<file path="src/rtl/bringup_seq.sv">
// Power/clock bring-up sequencer: lock filter, PHY reset, staged enables
// with per-stage ack timeout, retry, lock-loss and soft-reset handling.
module bringup_seq #(
    parameter int N_STAGE     = 4,
    parameter int LOCK_FILT   = 1024,
    parameter int PHY_RST_CYC = 250000,
    parameter int GAP_CYC     = 1000,
    parameter int ACK_TIMEOUT = 1000000,
    parameter int RETRY_MAX   = 3
) (
    input  logic               clk,
    input  logic               rstn,
    input  logic               clk_locked,
    input  logic [N_STAGE-1:0] stage_ok,
    input  logic               soft_reset,
    output logic               phy_rstn,
    output logic [N_STAGE-1:0] stage_en,
    output logic               ready,
    output logic               fault,
    output logic [2:0]         state,
    output logic [3:0]         retry_cnt,
    output logic [7:0]         lock_loss_cnt
);

    localparam int MAX_A  = (LOCK_FILT > PHY_RST_CYC) ? LOCK_FILT : PHY_RST_CYC;
    localparam int MAX_B  = (GAP_CYC > ACK_TIMEOUT) ? GAP_CYC : ACK_TIMEOUT;
    localparam int MAX_TC = (MAX_A > MAX_B) ? MAX_A : MAX_B;
    localparam int CW     = $clog2(MAX_TC + 1);
    localparam int KW     = (N_STAGE > 1) ? $clog2(N_STAGE) : 1;

    typedef enum logic [2:0] {
        WAIT_LOCK = 3'd0,
        PHY_RST   = 3'd1,
        GAP       = 3'd2,
        WAIT_ACK  = 3'd3,
        RUN       = 3'd4,
        FAULT     = 3'd5
    } state_t;

    state_t        st;
    logic          lock_meta;
    logic          lock_s;
    logic [1:0]    rst_q;
    logic [CW-1:0] cnt;
    logic [KW-1:0] k;

    assign state = st;

    always_ff @(posedge clk or negedge rstn) begin
        if (!rstn) begin
            st            <= WAIT_LOCK;
            lock_meta     <= 1'b0;
            lock_s        <= 1'b0;
            rst_q         <= 2'b00;
            cnt           <= '0;
            k             <= '0;
            phy_rstn      <= 1'b0;
            stage_en      <= '0;
            ready         <= 1'b0;
            fault         <= 1'b0;
            retry_cnt     <= 4'd0;
            lock_loss_cnt <= 8'd0;
        end else begin
            lock_meta <= clk_locked;
            lock_s    <= lock_meta;
            rst_q     <= {rst_q[0], 1'b1};
            // FSM held idle for two edges after reset release
            if (rst_q[1]) begin
                if (soft_reset) begin
                    st        <= WAIT_LOCK;
                    cnt       <= '0;
                    k         <= '0;
                    phy_rstn  <= 1'b0;
                    stage_en  <= '0;
                    ready     <= 1'b0;
                    fault     <= 1'b0;
                    retry_cnt <= 4'd0;
                end else if (!lock_s && st != WAIT_LOCK && st != FAULT) begin
                    st       <= WAIT_LOCK;
                    cnt      <= '0;
                    k        <= '0;
                    phy_rstn <= 1'b0;
                    stage_en <= '0;
                    ready    <= 1'b0;
                    if (lock_loss_cnt != 8'hff)
                        lock_loss_cnt <= lock_loss_cnt + 8'd1;
                end else begin
                    case (st)
                        WAIT_LOCK: begin
                            if (!lock_s) begin
                                cnt <= '0;
                            end else if (cnt == CW'(LOCK_FILT - 1)) begin
                                cnt <= '0;
                                st  <= PHY_RST;
                            end else begin
                                cnt <= cnt + CW'(1);
                            end
                        end
                        PHY_RST: begin
                            if (cnt == CW'(PHY_RST_CYC - 1)) begin
                                cnt      <= '0;
                                k        <= '0;
                                phy_rstn <= 1'b1;
                                st       <= GAP;
                            end else begin
                                cnt <= cnt + CW'(1);
                            end
                        end
                        GAP: begin
                            if (cnt == CW'(GAP_CYC - 1)) begin
                                cnt         <= '0;
                                stage_en[k] <= 1'b1;
                                st          <= WAIT_ACK;
                            end else begin
                                cnt <= cnt + CW'(1);
                            end
                        end
                        WAIT_ACK: begin
                            if (cnt == CW'(ACK_TIMEOUT - 1)) begin
                                cnt      <= '0;
                                k        <= '0;
                                stage_en <= '0;
                                phy_rstn <= 1'b0;
                                if (retry_cnt < 4'(RETRY_MAX)) begin
                                    retry_cnt <= retry_cnt + 4'd1;
                                    st        <= PHY_RST;
                                end else begin
                                    fault <= 1'b1;
                                    st    <= FAULT;
                                end
                            end else if (stage_ok[k]) begin
                                cnt <= '0;
                                if (k == KW'(N_STAGE - 1)) begin
                                    ready <= 1'b1;
                                    st    <= RUN;
                                end else begin
                                    k  <= k + KW'(1);
                                    st <= GAP;
                                end
                            end else begin
                                cnt <= cnt + CW'(1);
                            end
                        end
                        RUN: begin
                            ready <= 1'b1;
                        end
                        FAULT: begin
                            stage_en <= '0;
                            phy_rstn <= 1'b0;
                            fault    <= 1'b1;
                        end
                        default: begin
                            st <= WAIT_LOCK;
                        end
                    endcase
                end
            end
        end
    end

endmodule

</file>
<file path="config.mk">
export PLATFORM = sky130hd
export DESIGN_NAME = bringup_seq
export DESIGN_NICKNAME = d
export VERILOG_FILES = /design/src/rtl/bringup_seq.sv
export SDC_FILE = /design/constraint.sdc
export NUM_CORES = 1
export LEC_CHECK = 0
export CAP_MARGIN = 25
export CORE_ASPECT_RATIO = 0.8
export CORE_MARGIN = 2
export CORE_UTILIZATION = 55
export CTS_CLUSTER_DIAMETER = 120
export DETAILED_ROUTE_END_ITERATION = 12
export GPL_TIMING_DRIVEN = 0
export PLACE_DENSITY = 0.78
export SLEW_MARGIN = 20
export SYNTH_ARGS = -nofsm -noshare
export SYNTH_HDL_FRONTEND = slang
export SYNTH_SLANG_ARGS = --single-unit
</file>
<file path="constraint.sdc">
create_clock -name clk -period 2.5 [get_ports clk]
set_input_delay 0.5 -clock clk [delete_from_list [all_inputs] [get_ports clk]]
set_output_delay 0.5 -clock clk [all_outputs]
set_load 0.05 [all_outputs]
</file>
Word-level counts from Yosys, hierarchy flattened:

Cells that the tools add are included.

* flip-flop bits (word level): 48
* input bits: 8

* add/sub/neg operators: 4
* $lt $le $gt $ge: 3
* eq/ne operators: 26
* muxes and demuxes: 57
* bitwise gates (word level): 2
* reductions and logical operators: 25

Operator list (count)
* $mux W20: 8
* $pmux W20 S4: 1
* $eq A20 B10 Y1 const B: 2
* $mux W4: 9
* $ne A4 B4 Y1 const B: 8
* $mux W3: 10
* $add A20 B1 Y20 const B: 1
* $eq A20 B18 Y1 const B: 1
* $eq A20 B20 Y1 const B: 1
* $reduce_and A5 Y1: 4
* $mux W1: 15
* $pmux W3 S5: 1
* $mux W2: 6
* $pmux W4 S3: 1
* $reduce_and A4 Y1: 3
* $ne A5 B5 Y1 const B: 2
* $reduce_bool A5 Y1: 2
* $ne A3 B3 Y1 const B: 3
* $add A8 B1 Y8 const B: 1
* $ne A8 B8 Y1 const B: 1
* $reduce_bool A4 Y1: 2
* $reduce_and A7 Y1: 1
* $eq A3 B2 Y1 const B: 2
* $eq A3 B3 Y1 const B: 2
* 24 further kinds: 30

Depth between registers and ports, before layout:

* depth in word-level cells: 9
* mapped depth: 9
* depth with buffers taken out: 7

Worst setup path after synthesis:

No wires, ideal clock.

* kind: register to register
* start: register st[2], in the netlist state[2]
* end: register cnt[9]
* setup time: 116 ps
* arrival time: 2335 ps
* required time: 2384 ps
* slack: 49 ps
* cell stages (with the launch flop): 9
* buffers on the path: 2
* cells stage by stage: dfrtp_1 -> buf_2 -> xnor2_1 -> a21oi_1 -> or2_2 -> buf_2 -> a211oi_1 -> nand2_1 -> o311ai_0

* longest elaborated chain between the ends: 5

Ends and longest elaborated chain
* start: declaration: RTL line 40 `state_t st;`
* start signal: assignment: RTL line 51 `st <= WAIT_LOCK;`
* start signal: assignment: RTL line 70 `st <= WAIT_LOCK;`
* start signal: assignment: RTL line 79 `st <= WAIT_LOCK;`
* parallel branches: the longest is 5 deep, another holds $pmux W20 S4
* end signal: assignment: RTL line 96 `cnt <= cnt + CW'(1);`
* end signal: assignment: RTL line 106 `cnt <= cnt + CW'(1);`
* end signal: assignment: RTL line 115 `cnt <= cnt + CW'(1);`
* end: declaration: RTL line 44 `logic [CW-1:0] cnt;`

Several ways; the timed one is not identified.
A chain may end at the register's enable or synchronous reset.

Final worst setup path:

* start: register cnt[0]
* end: register cnt[7]

* longest elaborated chain between the ends: 6

Ends and longest elaborated chain
* $add A20 B1 Y20 / $eq A20 B10 Y1 (equally long branches)
* $mux W20 (on tied branches): RTL line 131, 92
* $mux W20 (on tied branches): RTL line 119, 90
* $pmux W20 S4 *: RTL line 88 `case (st)`
* $mux W20 *: RTL line 78 `end else if (!lock_s && st != WAIT_LOCK && st != FAULT) begin`
* $mux W20 *: RTL line 69 `if (soft_reset) begin`

Mark *: on every way between the ends. The rest lies on a longest branch, timed or not.

==> metrics.md <==
| Metric | Value |
|---|---|
| Status | finished, final reports clean |
| Top post-synthesis cells by area | dfrtp_1 (43%), nand2_1 (4.8%), xnor2_1 (3.5%), ha_1 (3.2%), nand3_1 (2.7%) |
| Final nets | approximately 350 |
| Most common cell in the netlist | dfrtp_1 |
| Post-route DRC | 0 |
| Syn Nets | 313 |
| Fin Setup TNS | 0 ns |
| Setup crit end kind | flip-flop |
| Cell chosen for the clock root | clkbuf_8 |
| Die H | ~67 um |
| Detailed placement HPWL | around 4600 um |
| Hold Path Class | input port to asynchronous set/reset pin |
| Initial antenna violation count | 0 |
| Post-Syn Area | roughly 2800 um^2 |
| Cts hold-fix bufs | 0 |
| Share of layout cells above drive strength 1 | 0.127 |
| Overall routing resource usage | 0.243 |
| Fin crit period | around 2.5 ns |
| Synth Area per Inst | slightly above 9 um^2 |
| Tcrit/Tclk final | 0.985 |
| Clk buf depth | 2 |
| Kind of critical path | flip-flop to flip-flop |
| Share of the synthesized area in the top cell type | 0.435 |
| First-pass GRT wire length | between 10000 and 15000 um |
| Total power | 2.51 mW |
| Total clock sinks | between 40 and 50 |
| Synth area leader | dfrtp_1 |
| Final WL | 6640 um |
| Final Hold Viols | 0 |
| Core ar. | roughly 4900 um^2 |
| Worst endpoint required time | 2.68 ns |
| Worst R2R Path Depth | 9 |
| RSZ-0062 raised after global routing | true |
| Drt wl/cell | between 15 and 20 um |
| Pleak | roughly 1.3 nW |
| TritonCTS buffer count | 5 |
| Via count | between 2000 and 3000 |
| TritonCTS clock tree | done |
| Clock transition at path regs | 0.09 ns |
| Area grow syn2layout | 21.7% |
| Max-slew violations | 0 |
| Initial detailed-routing violation count | 257 |
| Die Footprint | 5610 um^2 |
| Max_slew headroom | 0.510 |
| Top cells by count, synth | dfrtp_1 (48), nand2_1 (35), nor2_1 (18) |
| Grt total ovfl | 0 |
| Slew @ Worst Pin | slightly above 0.7 ns |
| Critical path launch point type | flip-flop |
| Peak VDD IR | 0.000594 V |
| Gpl congestion | 0.924 |
| Die width | 83.2 um |
| Worst R2R Setup Slack | between 0.03 and 0.04 ns |
| RR Startpoint | cnt[0] |
| Yosys warns | 0 |
| H-tree Lvls | 2 |
| Final-report setup violation count | 0 |
| Ant diodes | 0 |
| Post-synth EDFFs | 0 |
| Initial core utilization | 0.561 |
| DR pass1 iterations | 6 |
| Highest Clock Rate | ~0.41 GHz |
| Number of port buffers | 29 |
| Largest net degree at the start of global routing | 28 |
| Maximum fanout along the worst path | 10 |
| Count of boundary I/O pins | 30 |
| Worst Path Arrival | roughly 2.6 ns |
| Yosys cell types | 58 |
| Asr flop ratio synth | 1.00 |
| Mapped Cells | between 200 and 300 |
| PD cells | around 750 nW/um^2 |
| #FFs+latches synth | 48 |
| Top FF cell, synth | dfrtp_1 |
| Worst skew pair latency | roughly 0.30 ns |
| Clock skew | 0.00743 ns |
| Max cap viols | 0 |
| Sequential fraction of the synthesis area | 0.435 |
| Post-route antenna net violation count | 0 |
| Cell Rows | 23 |
| Worst reg2reg endpoint | cnt[7] |
| Vias in the first global route | 2165 |
| Via/cell ratio | 6.26 |
[flip-flops by register name, indices dropped and copies added, names as in the netlist]
name and flops:
cnt 20, lock_loss_cnt 8, retry_cnt 4, stage_en 4, state 3, k 2, rst_q 2, fault 1
lock_meta 1, lock_s 1, phy_rstn 1, ready 1
[layout by cell type (no fill, tap or decap), types with 11 or more instances in the layout]
master           instances
clkdlybuf4s50_1         28
nand3_1                 14
nand4_1                 12
a21oi_1                 12
o21ai_0                 11
nor2_1                  18
nand2_1                 33
xnor2_1                 11
inv_1                   15
dfrtp_1                 45
[through the flow]
step,setup slack [ns],hold slack [ns],instances,utilization,area (um^2)
finish,0.0367,0.162,401,0.683,3360
global route,-0.0749,0.202,401,0.683,3360
global placement,-0.430,0.332,389,0.636,3130
floorplan,0.0494,0.204,298,-,2760
CTS,0.00787,0.179,398,0.671,3300
detailed placement,-0.357,0.336,390,0.639,3140
[power breakdown]
group / switching [mW] / internal (mW) / total, mW
clock: 0.263 / 0.353 / 0.617
combinational: 0.606 / 0.363 / 0.969
sequential: 0.0727 / 0.853 / 0.926
[kinds of logic after synthesis]
group	share of synthesized area
compound gates	0.172
xor+xnor	0.0444
fa+ha+maj	0.0317
buf+inv	0.0430
flops	0.435
mux	0.0317
other cells	0.00136
simple gates	0.241
[layout make-up]
cell class              count  area [um^2]
plain buffers              13         72.6
clock buffers               7         96.3
clock inverters             1         30.0
fillers                   400         1560
inverters                  15         56.3
multi-input cells         222         1490
flip-flops and latches     48         1200
well taps                  62         77.6
repair buffers             33          328
[worst max path at each step]
stage	startpoint	end	slack [ns]
3_3_place_gp	rstn	retry_cnt[1]	-0.43
4_1_cts	cnt[0]	cnt[7]	0.008
6_report	cnt[0]	cnt[7]	0.04
3_5_place_dp	stage_ok[3]	cnt[9]	-0.36
5_1_grt	state[1]	cnt[9]	-0.07
2_1_floorplan	state[2]	cnt[9]	0.05
[critical path, cell delays in order (launching register included)]
cell,delay [ns]
dfrtp_2,0.41
ha_4,0.18
nand3b_1,0.10
or3_1,0.38
o21a_1,0.23
or4b_4,0.49
buf_6,0.15
buf_8,0.13
a32oi_1,0.18
o31ai_1,0.09
[what timing repair did]
| item | in CTS | in global routing |
|---|---|---|
| gates cloned | 0 | 0 |
| setup endpoints to repair | 18 | 26 |
| pin swaps | 0 | 4 |
| gates resized for setup | 7 | 11 |
| setup buffers | 0 | 3 |
[metal layers]
| layer | up-vias | global-route usage | wire length, um |
|---|---|---|---|
| met5 | - | 0 | 0 |
| met4 | 0 | 0.0717 | 89 |
| met3 | 11 | 0.0538 | 447 |
| met2 | 98 | 0.341 | 2820 |
| met1 | 1222 | 0.376 | 3290 |
| li1 | 1180 | - | - |
No activity file was read; power rests on OpenSTA's default activity.
